===== config.mk =====
export PLATFORM = sky130hd
export DESIGN_NAME = ifetch_unit
export DESIGN_NICKNAME = d
export VERILOG_FILES = /design/src/rtl/ifetch_pkg.sv /design/src/rtl/ifetch_buf.sv /design/src/rtl/ifetch_unit.sv
export SDC_FILE = /design/constraint.sdc
export NUM_CORES = 1
export LEC_CHECK = 0
export ABC_AREA = 1
export BUFFER_PORTS_ARGS = -buffer_cell sky130_fd_sc_hd__clkbuf_2
export CAP_MARGIN = 20
export CORE_ASPECT_RATIO = 0.8
export CORE_MARGIN = 8
export CORE_UTILIZATION = 40
export CTS_CLUSTER_SIZE = 40
export DETAILED_ROUTE_END_ITERATION = 8
export PLACE_DENSITY = 0.69
export SYNTH_ARGS = -nofsm -noshare
export SYNTH_HDL_FRONTEND = slang
export SYNTH_SLANG_ARGS = --single-unit

===== constraint.sdc =====
create_clock -name clk -period 5.9 [get_ports clk]
set_input_delay 0.885 -clock clk [delete_from_list [all_inputs] [get_ports clk]]
set_output_delay 0.885 -clock clk [all_outputs]
set_load 0.02 [all_outputs]

===== src/rtl/ifetch_pkg.sv =====
// Shared widths, FSM encoding and helpers for the instruction-fetch front end.
package ifetch_pkg;

  localparam int unsigned ASIZE_DEF = 16;
  localparam int unsigned ISIZE_DEF = 32;

  localparam logic STATE_FETCH_ENC   = 1'b0;
  localparam logic STATE_DISCARD_ENC = 1'b1;

  typedef enum logic {
    ST_FETCH   = STATE_FETCH_ENC,
    ST_DISCARD = STATE_DISCARD_ENC
  } fetch_state_e;

  function automatic logic [31:0] sat_inc32(input logic [31:0] v);
    return (v == 32'hFFFF_FFFF) ? v : v + 32'd1;
  endfunction

endpackage


===== src/rtl/ifetch_buf.sv =====
// Two-entry FIFO of {pc, instr} between the memory response and decode.
module ifetch_buf
  import ifetch_pkg::*;
#(
  parameter int unsigned ASIZE = ASIZE_DEF,
  parameter int unsigned ISIZE = ISIZE_DEF
) (
  input  logic             clk,
  input  logic             rst,
  input  logic             push_i,
  input  logic [ASIZE-1:0] push_pc_i,
  input  logic [ISIZE-1:0] push_instr_i,
  input  logic             pop_i,
  input  logic             flush_i,
  output logic [1:0]       count_o,
  output logic [ASIZE-1:0] head_pc_o,
  output logic [ISIZE-1:0] head_instr_o
);

  logic       rd_ptr_q;
  logic       wr_ptr_q;
  logic [1:0] count_q;
  logic       do_push;
  logic       do_pop;

  assign do_pop  = pop_i && (count_q != 2'd0);
  assign do_push = push_i && !flush_i && ((count_q != 2'd2) || do_pop);

  for (genvar gi = 0; gi < 2; gi++) begin : g_entry
    logic [ASIZE-1:0] pc_q;
    logic [ISIZE-1:0] instr_q;

    always_ff @(posedge clk or posedge rst) begin
      if (rst) begin
        pc_q    <= '0;
        instr_q <= '0;
      end else if (do_push && (wr_ptr_q == 1'(gi))) begin
        pc_q    <= push_pc_i;
        instr_q <= push_instr_i;
      end
    end
  end

  // Flush only rewinds the pointers; stale entry contents are hidden by count.
  always_ff @(posedge clk or posedge rst) begin
    if (rst) begin
      rd_ptr_q <= 1'b0;
      wr_ptr_q <= 1'b0;
      count_q  <= 2'd0;
    end else if (flush_i) begin
      rd_ptr_q <= 1'b0;
      wr_ptr_q <= 1'b0;
      count_q  <= 2'd0;
    end else begin
      if (do_push) wr_ptr_q <= ~wr_ptr_q;
      if (do_pop)  rd_ptr_q <= ~rd_ptr_q;
      count_q <= count_q + {1'b0, do_push} - {1'b0, do_pop};
    end
  end

  assign count_o      = count_q;
  assign head_pc_o    = rd_ptr_q ? g_entry[1].pc_q    : g_entry[0].pc_q;
  assign head_instr_o = rd_ptr_q ? g_entry[1].instr_q : g_entry[0].instr_q;

endmodule


===== src/rtl/ifetch_unit.sv =====
// Instruction-fetch front end: PC sequencing, single-outstanding imem handshake, redirect flush.
// Define IFETCH_PERF_EN to add saturating fetch/stall/flush counters.
module ifetch_unit
  import ifetch_pkg::*;
#(
  parameter int unsigned      ASIZE    = ASIZE_DEF,
  parameter int unsigned      ISIZE    = ISIZE_DEF,
  parameter logic [ASIZE-1:0] RESET_PC = '0
) (
  input  logic             clk,
  input  logic             rst,
  output logic             imem_req,
  output logic [ASIZE-1:0] imem_addr,
  input  logic             imem_rvalid,
  input  logic [ISIZE-1:0] imem_rdata,
  output logic             id_valid,
  output logic [ISIZE-1:0] id_instr,
  output logic [ASIZE-1:0] id_pc,
  input  logic             id_ready,
  input  logic             redirect_valid,
  input  logic [ASIZE-1:0] redirect_pc
`ifdef IFETCH_PERF_EN
  ,
  output logic [31:0]      perf_fetch_cnt,
  output logic [31:0]      perf_stall_cnt,
  output logic [31:0]      perf_flush_cnt
`endif
);

  fetch_state_e     state_q, state_d;
  logic [ASIZE-1:0] fetch_pc_q, fetch_pc_d;
  logic [ASIZE-1:0] addr_q, addr_d;
  logic             req_q, req_d;
  logic [1:0]       buf_count;
  logic [1:0]       count_post;
  logic             complete, pending_left, pop, push, flush;

  assign complete     = req_q && imem_rvalid;
  assign pending_left = req_q && !imem_rvalid;
  assign pop          = id_valid && id_ready;

  always_ff @(posedge clk or posedge rst) begin
    if (rst) begin
      state_q    <= ST_FETCH;
      fetch_pc_q <= RESET_PC;
      addr_q     <= RESET_PC;
      req_q      <= 1'b0;
    end else begin
      state_q    <= state_d;
      fetch_pc_q <= fetch_pc_d;
      addr_q     <= addr_d;
      req_q      <= req_d;
    end
  end

  always_comb begin
    state_d    = state_q;
    fetch_pc_d = fetch_pc_q;
    addr_d     = addr_q;
    req_d      = 1'b0;
    push       = 1'b0;
    flush      = 1'b0;
    count_post = buf_count - {1'b0, pop};

    if (redirect_valid) begin
      flush      = 1'b1;
      count_post = 2'd0;
      fetch_pc_d = redirect_pc;
      state_d    = pending_left ? ST_DISCARD : ST_FETCH;
    end else if (state_q == ST_DISCARD) begin
      if (complete) state_d = ST_FETCH;
    end else if (complete) begin
      push       = 1'b1;
      count_post = count_post + 2'd1;
      fetch_pc_d = addr_q + ASIZE'(1);
    end

    // An unfinished request always wins; a new one issues only with buffer room.
    if (pending_left) begin
      req_d = 1'b1;
    end else if ((state_d == ST_FETCH) && (count_post < 2'd2)) begin
      req_d  = 1'b1;
      addr_d = fetch_pc_d;
    end
  end

  ifetch_buf #(
    .ASIZE(ASIZE),
    .ISIZE(ISIZE)
  ) u_buf (
    .clk         (clk),
    .rst         (rst),
    .push_i      (push),
    .push_pc_i   (addr_q),
    .push_instr_i(imem_rdata),
    .pop_i       (pop),
    .flush_i     (flush),
    .count_o     (buf_count),
    .head_pc_o   (id_pc),
    .head_instr_o(id_instr)
  );

  assign imem_req  = req_q;
  assign imem_addr = addr_q;
  assign id_valid  = (buf_count != 2'd0);

`ifdef IFETCH_PERF_EN
  logic [31:0] perf_fetch_q, perf_stall_q, perf_flush_q;

  always_ff @(posedge clk or posedge rst) begin
    if (rst) begin
      perf_fetch_q <= '0;
      perf_stall_q <= '0;
      perf_flush_q <= '0;
    end else begin
      if (push)                  perf_fetch_q <= sat_inc32(perf_fetch_q);
      if (id_valid && !id_ready) perf_stall_q <= sat_inc32(perf_stall_q);
      if (redirect_valid)        perf_flush_q <= sat_inc32(perf_flush_q);
    end
  end

  assign perf_fetch_cnt = perf_fetch_q;
  assign perf_stall_cnt = perf_stall_q;
  assign perf_flush_cnt = perf_flush_q;
`endif

endmodule


After elaboration in Yosys (flattened, before gate mapping)
Index checks and enable logic that the tools add are counted.
Cells by class
  multiplexer cells: 23
  bitwise logic cells: 4
  $lt $le $gt $ge: 1
  equal/unequal tests: 1
  add/sub/neg operators: 5
  reduce and logical (&&, ||, !) cells: 16
Operators by type and width (number)
  $mux W16: 4
  $mux W32: 1
  $add A16 B1 Y16 const B: 1
  $mux W1: 14
  $logic_and A1 B1 Y1: 9
  $mux W2: 4
  $reduce_bool A2 Y1: 3
  $not A1 Y1: 4
  $sub A2 B1 Y2: 2
  $add A2 B1 Y2: 1
  $add A2 B1 Y2 const B: 1
  $logic_not A1 Y1: 2
  $lt A2 B2 Y1 const B: 1
  $ne A2 B2 Y1 const B: 1
  $reduce_and A2 Y1: 1
  $logic_or A1 B1 Y1: 1
Word-level totals
  input bits: 53
  register bits after elaboration: 134

Longest topological paths before layout
Gate-level depths: netlist of the first run.
  depth after elaboration: 11
  gate-level depth with buffers: 13
  depth with buffers taken out: 12

Modules after synthesis
From an unflattened synthesis of the first run, not the netlist that was laid out.
Unflattened totals
  cells, all modules: 893
  area, all modules: 6697.7 um2
By module, submodules not included
  ifetch_buf: instances 1, seq. area each 2502.4 um2, area an instance 4769.6 um2, cells each 616
  ifetch_unit: instances 1, seq. area each 850.8 um2, area an instance 1928.1 um2, cells each 277

Worst setup path before layout of the first run
No wires, ideal clock.
  kind: input to register
  start point: in id_ready
  end point: reg addr_q[2], in the netlist imem_addr[2]
  arrival time: 1.949 ns
  cell stages on the path: 12
  path buffers: 1
  setup slack: 3.824 ns
  cell sequence: nand2_1 -> inv_1 -> ha_1 -> inv_1 -> nand2_1 -> nand2_1 -> nand3_2 -> nand3_4 -> inv_4 -> buf_6 -> nand2_1 -> o21ai_0
On the way
  cells in the longest elaborated chain, start to end: 9
RTL lines
  start: declaration: line ifetch_unit.sv:19  | input logic id_ready,
  $logic_and A1 B1 Y1 *: line ifetch_unit.sv:40  | assign pop = id_valid && id_ready;
  $sub A2 B1 Y2 *: line ifetch_unit.sv:63  | count_post = buf_count - {1'b0, pop};
  $add A2 B1 Y2: line ifetch_unit.sv:74  | count_post = count_post + 2'd1;
  $mux W2: line ifetch_unit.sv:72  | end else if (complete) begin
  $mux W2 *: line ifetch_unit.sv:70  | end else if (state_q == ST_DISCARD) begin
  $mux W2 *: line ifetch_unit.sv:65  | if (redirect_valid) begin
  $lt A2 B2 Y1 *: line ifetch_unit.sv:81  | end else if ((state_d == ST_FETCH) && (count_post < 2'd2)) begin
  $logic_and A1 B1 Y1 *: line ifetch_unit.sv:81
  $reduce_and A2 Y1 (no source line) *
  end signal: assignment: line ifetch_unit.sv:51  | addr_q <= addr_d;
  end: declaration: line ifetch_unit.sv:32  | logic [ASIZE-1:0] addr_q, addr_d;
Mark *: on every way between the ends. The rest lies on a longest branch, timed or not.
A chain may end at the register's enable or synchronous reset.

Worst setup path in the final report of the first run
  start point: reg u_buf.rd_ptr_q
  end point: out id_pc[9]
On the way
  cells in the longest elaborated chain, start to end: 1
RTL lines
  start: declaration: line ifetch_buf.sv:20  | logic rd_ptr_q;
  start signal: assignment: line ifetch_buf.sv:56  | if (do_pop) rd_ptr_q <= ~rd_ptr_q;
  $mux W16: line ifetch_buf.sv:62  | assign head_pc_o = rd_ptr_q ? g_entry[1].pc_q : g_entry[0].pc_q;
  end: declaration: line ifetch_unit.sv:18  | output logic [ASIZE-1:0] id_pc,
Every way passes these cells.

==> results.toml, run 1 <==
[timing]
setup_viol = 0
hold_viol_final = 0
finalMaxSlewViolations = 0
max-slew-margin-rel_pct = 35.9
clock_skew_ns = 0.00841
period_needed_ns = 3.43
setup-tns-final_ns = 0
worstMarginPinSlew_ns = 0.961
final.period_utilization_pct = 58.1
rsz0062_at_grt = "no"
timing.fmax_mhz = 292
timing.hold.ws_ns = 0.359

[yosys]
dominant_cell_by_count_in_the_synthesized_netlist = "sky130_fd_sc_hd__nand2_1"
netlist_area_um2 = 6240
async_reset_ff_share_pct = 100
yosys.area.top_type = "sky130_fd_sc_hd__dfrtp_1"
synth_edf_count = 0
synthDominantCellAreaShare_pct = 53.8
synthCells = 785
netlist_top_cells_count = "sky130_fd_sc_hd__nand2_1, sky130_fd_sc_hd__dfrtp_1, sky130_fd_sc_hd__o21ai_1"
post_synth_num_cell_types = 31
ys_warn_count = 0
synthesis_stage_register_bit_count = 134
syn_avg_cell_area_um2 = 7.95
syn_nets = 842
synth_seq_area_share_pct = 53.8
synth_ff_type = "sky130_fd_sc_hd__dfrtp_1"
synth.top_cells.by_area = "sky130_fd_sc_hd__dfrtp_1, sky130_fd_sc_hd__nand2_1, sky130_fd_sc_hd__o21ai_1, sky130_fd_sc_hd__inv_1, sky130_fd_sc_hd__o21ai_0"

[clocking]
cts-resized-gates = 0
cts_tree = "done"
max-clock-path-buffers = 2
worst_skew_pair.late_latency_ns = 0.41
buffers_inserted_during_post_cts_setup_optimization = 0
clk_pin_slew_worst_paths_ns = 0.06
htreeDepth = 4
post_cts_hold_buffer_count = 0
cts_root_buf = "sky130_fd_sc_hd__clkbuf_16"
clkSinkCount = 134
cts_inserted_buffers = 17

[route]
drt_first_iter_violations = 376
detailedRoute.firstPassIterationCount = 5
wl_met3_um = 837
highest-signal-layer = "met4"
drt-wirelength-per-cell_um = 13.5
final_antenna_net_count = 0
detail_route_met2_wl_um = 6710
viasPerCell = 4.67
totalWireLength_um = 15000
wirelength_met1_um = 7340
vias = 5207
drc_errors = 0

[power]
total_power_density_per_cell_area_nw_per_um2 = 573
leakage_nw = 4.04
total_power_mw = 4.30
worst_ir_drop_vdd_mv = 0.305

[worst_setup_path]
worst_path_dominant_cell_family = "flip-flops"
required_ns = 5.02
regToRegStartpoint = "imem_req"
timing.critical_path.fanout_max = 50
slowest_stage = "sky130_fd_sc_hd__dfrtp_2"
critical_path.startpoint_type = "flop"
reg2reg_to = "u_buf.g_entry[0].instr_q[14]"
timing.critical_path.from = "u_buf.rd_ptr_q"
worst_path_largest_cell_delay_ns = 0.99
path_common_cell = "sky130_fd_sc_hd__nand2_1"
cp_cell_sequence = "inv_2 -> nand2_1 -> nand2_1 -> clkbuf_2"
timing.critical_path.arrival_ns = 2.54
crit_type = "reg2out"
worstRegToRegCells = 6
crit_path_end_kind = "primary output"
reg2reg_setup_slack_ns = 3.52
worst-path-buf-inv = 2

[finish]
diodes = 0
layout-drive-gt1-share_pct = 18.6
flow.area_growth_from_synthesis_pct = 20.3
final_cells = 1114
post-route-util_pct = 48.4
final_nets = 943

[global_route]
groute.usage.overall_pct = 15.9
first_pass_grt_wire_length_um = 25300
overflow = 0
antenna_violations_before_repair = 0
grt_pass1_vias = 5130
maximum_number_of_pins_on_one_net_before_global_route_repair = 98

[floorplanning]
placeableCoreArea_um2 = 15500
design.die.area_um2 = 19900
io-pin-count = 119
floorplan.initialDensity_pct = 40.3
chipWidth_um = 156
floorplan.die.height_um = 128
core.rowCount = 41

[place]
detailed_place_hpwl_um = 9850
dp.cells = 1081
port_buffers = 118
gp_routability_congestion = 0.803

[worst_hold_path]
hp-class = "in2async"

[run_status]
run_status = "finished, final reports clean"

[run]
maxCapViolations = 0
==> state kept, by name, summed over array words and instances (netlist names), 2 cells and up <==
name / flops
imem_addr: 16
fetch_pc_q: 16
u_buf.count_o: 2
u_buf.g_entry.instr_q: 64
u_buf.g_entry.pc_q: 32
==> where the power goes <==
group          total, mW  switching, mW  internal (mW)
registers           1.62          0.299           1.32
logic               1.63           1.09          0.534
clock network       1.05          0.372          0.682
total               4.30           1.76           2.54
==> worst reg2reg max path: stages, from the launching register on <==
cell	delay, ns
sky130_fd_sc_hd__dfrtp_1	0.39
sky130_fd_sc_hd__nand2_2	0.09
sky130_fd_sc_hd__nor2_4	0.49
sky130_fd_sc_hd__o21ai_2	0.17
sky130_fd_sc_hd__nor2_4	0.19
sky130_fd_sc_hd__nand2_4	0.51
sky130_fd_sc_hd__o21ai_1	0.43
==> cell usage in the layout (no fill, tap or decap), types with 2 or more instances in the layout <==
master                        n
sky130_fd_sc_hd__nor2_4       2
sky130_fd_sc_hd__clkbuf_16   17
sky130_fd_sc_hd__ha_1         4
sky130_fd_sc_hd__clkinv_2     6
sky130_fd_sc_hd__a21oi_2      2
sky130_fd_sc_hd__nand2_2      2
sky130_fd_sc_hd__clkbuf_2   118
sky130_fd_sc_hd__o21ai_0     45
sky130_fd_sc_hd__clkbuf_8     2
sky130_fd_sc_hd__clkbuf_1     3
sky130_fd_sc_hd__dfrtp_1    133
sky130_fd_sc_hd__or2_2        2
sky130_fd_sc_hd__xnor2_1      3
sky130_fd_sc_hd__nand2_4      2
sky130_fd_sc_hd__inv_1       66
sky130_fd_sc_hd__xor2_1       3
sky130_fd_sc_hd__o21ai_1     76
sky130_fd_sc_hd__nand2_1    326
sky130_fd_sc_hd__inv_4        2
sky130_fd_sc_hd__bufinv_16    3
sky130_fd_sc_hd__nand3_1     26
sky130_fd_sc_hd__a21oi_1     10
sky130_fd_sc_hd__nor2_1      30
sky130_fd_sc_hd__nand4_1      3
==> per-stage QoR <==
step                      setup slack (ns)  cell area [um^2]
after floorplan                       1.43              6240
after global placement                2.91              6880
after detailed placement              2.88              6880
after CTS                             2.43              7480
after global routing                  2.25              7500
final                                 2.47              7500
==> cells by family (layout without fill, tap and decap cells) <==
logic type                 Yosys count  after routing  share of synthesized area (%)
DFF                                134            134                           53.8
buffers and inverters              108            222                           8.02
xor gates and xnor gates             6              6                          0.843
AOI/OAI and AO/OA                  137            137                           11.3
and+or+nand+nor                    396            396                           25.3
adders and majority gates            4              4                          0.802
==> metal layers <==
metal,GRT usage (%),vias to the layer above
li1,-,2672
met1,21.8,2398
met2,23.9,125
met3,4.25,12
met4,5.47,0
met5,0,-
==> worst max path at each step <==
stage | to | cells after the start | slack, ns
finish | id_pc[9] | 4 | 2.47
global placement | id_pc[9] | 4 | 2.91
floorplan | fetch_pc_q[0] | 1 | 1.43
CTS | id_pc[9] | 4 | 2.43
detailed placement | id_pc[9] | 4 | 2.88
global route | id_pc[15] | 4 | 2.25
==> layout make-up <==
class                           instances  area [um^2]
Tap cell                              215          269
Clock inverter                         10          128
Clock buffer                           22          464
Fill cell                            1549         7990
Sequential cell                       134         3350
Inverter                               70          268
Timing Repair Buffer                  120          626
Multi-Input combinational cell        543         2390
Note: power is estimated with default switching activity, not from simulation.
==> run 2, diff against run 1 <==
==> constraint.sdc (replaced) <==
create_clock -name clk -period 3.4 [get_ports clk]
set_input_delay 0.51 -clock clk [delete_from_list [all_inputs] [get_ports clk]]
set_output_delay 0.51 -clock clk [all_outputs]
set_load 0.02 [all_outputs]
==> run 2 against run 1 <==
Cell count up 0.54%. Clock-buffer cell count is 2 higher. Clock power up 74%. Global-route usage up 0.25 points. Via count rose by 1.1%. Register-to-register slack lost 2.3 ns. First-iteration DRC count is 0.27% lower. Flip-flop and latch count unchanged. Setup slack worse by 1.5 ns. Sequential power increased by 70%. Critical endpoint is now id_instr[31].
==> results.toml, run 2 (same netlist as run 1, synthesis figures left out) <==
[worst_setup_path]
reg2reg_setup_slack_ns = 1.26
timing.critical_path.arrival_ns = 1.87
crit_type = "reg2out"
timing.critical_path.fanout_max = 28
critical_path.startpoint_type = "flop"
required_ns = 2.89
crit_path_end_kind = "primary output"

[timing]
timing.fmax_mhz = 420
finalMaxSlewViolations = 0
hold_viol_final = 0
clock_skew_ns = 0.00663
worstMarginPinSlew_ns = 0.943
setup_viol = 0
final.period_utilization_pct = 70.1
max-slew-margin-rel_pct = 37.1
rsz0062_at_grt = "no"
period_needed_ns = 2.38
setup-tns-final_ns = 0

[clocking]
post_cts_hold_buffer_count = 0
clkSinkCount = 134
cts_root_buf = "sky130_fd_sc_hd__clkbuf_16"
cts_tree = "done"
clk_pin_slew_worst_paths_ns = 0.06
htreeDepth = 4
buffers_inserted_during_post_cts_setup_optimization = 0
cts-resized-gates = 0
max-clock-path-buffers = 2
cts_inserted_buffers = 17
worst_skew_pair.late_latency_ns = 0.41

[route]
totalWireLength_um = 15300
final_antenna_net_count = 0
drc_errors = 0
drt_first_iter_violations = 375
viasPerCell = 4.70
drt-wirelength-per-cell_um = 13.7
vias = 5265
detailedRoute.firstPassIterationCount = 6

[floorplanning]
placeableCoreArea_um2 = 15500
floorplan.initialDensity_pct = 40.3
design.die.area_um2 = 19900
floorplan.die.height_um = 128
core.rowCount = 41
chipWidth_um = 156
io-pin-count = 119

[finish]
layout_top_registers = "u_buf.g_entry.instr_q x64, u_buf.g_entry.pc_q x32"
layout-drive-gt1-share_pct = 19.2
register_area_um2 = 3350
flow.area_growth_from_synthesis_pct = 21.2
final_cells = 1120
layout.cells.most_common = "sky130_fd_sc_hd__nand2_1"
area_of_combinational_cells_with_multiple_inputs_um2 = 2390
layout_common_cells = "sky130_fd_sc_hd__nand2_1, sky130_fd_sc_hd__dfrtp_1, sky130_fd_sc_hd__clkbuf_2, sky130_fd_sc_hd__o21ai_1, sky130_fd_sc_hd__inv_1"
largest_register = "u_buf.g_entry.instr_q"
final_cell_area_um2 = 7560
final_nets = 949
largest_register_ff_count = 64
fillerInstances = 1553
diodes = 0

[power]
leakage_nw = 4.07
total_power_density_per_cell_area_nw_per_um2 = 994
worst_ir_drop_vdd_mv = 0.404
total_power_mw = 7.52

[global_route]
grt_pass1_vias = 5003
groute.usage.overall_pct = 16.2
antenna_violations_before_repair = 0
first_pass_grt_wire_length_um = 25400
maximum_number_of_pins_on_one_net_before_global_route_repair = 98
overflow = 0

[place]
port_buffers = 118
placed_cell_area_um2 = 6960
gp_routability_congestion = 0.819
detailed_place_hpwl_um = 10400
dp.cells = 1088

[worst_hold_path]
hp-class = "in2async"

[run_status]
run_status = "finished, final reports clean"

[run]
maxCapViolations = 0
==> run 2: where the power goes <==
part	total [mW]	switching, mW	internal, mW
Sequential	2.75	0.456	2.30
Clock	1.83	0.655	1.17
Combinational	2.94	1.99	0.947
==> run 2: final cells by class <==
type / count / area share [%]
inverter: 70 / 3.56
sequential: 134 / 44.4
multi-input combinational: 543 / 31.7
clock inverter: 8 / 1.26
timing repair buffer: 126 / 8.94
tap: 215 / 3.56
clock buffer: 24 / 6.64
==> run 2: worst paths after layout <==
kind | from | to | cells past startpoint
worst max-delay path | u_buf.rd_ptr_q | id_instr[31] | 5
worst min-delay path | rst | imem_addr[13] | 2
worst max register to register | u_buf.count_o[1] | imem_addr[6] | 10
worst min register to register | u_buf.g_entry[0].instr_q[24] | u_buf.g_entry[0].instr_q[24] | 2
max in group asynchronous | rst | u_buf.g_entry[0].instr_q[31] | 3
min in group clk | redirect_pc[15] | fetch_pc_q[15] | 3
==> run 2: per-stage QoR <==
step                      util, %  worst slack [ns]  hold WS, ns
after floorplan                 -              1.22        0.453
after global placement       44.9              1.23        0.465
after detailed placement     44.9              1.19        0.473
after CTS                    48.8             0.989        0.264
after global routing         48.8             0.878        0.300
final                        48.8              1.02        0.250
==> run 2: layer usage <==
layer  track usage, %  share of wire [%]  vias to the layer above
met5                0                  0                        -
met4             5.98                1.4                        0
met3             4.92                6.8                       16
met2             23.3                 44                      171
met1             22.4                 48                     2406
li1                 -                  -                     2672
==> run 2: worst max-delay path: stages, from the launching register on <==
cell	delay [ns]
sky130_fd_sc_hd__dfrtp_2	0.40
sky130_fd_sc_hd__inv_2	0.41
sky130_fd_sc_hd__buf_4	0.30
sky130_fd_sc_hd__nand2_1	0.07
sky130_fd_sc_hd__nand2_1	0.08
sky130_fd_sc_hd__clkbuf_2	0.18
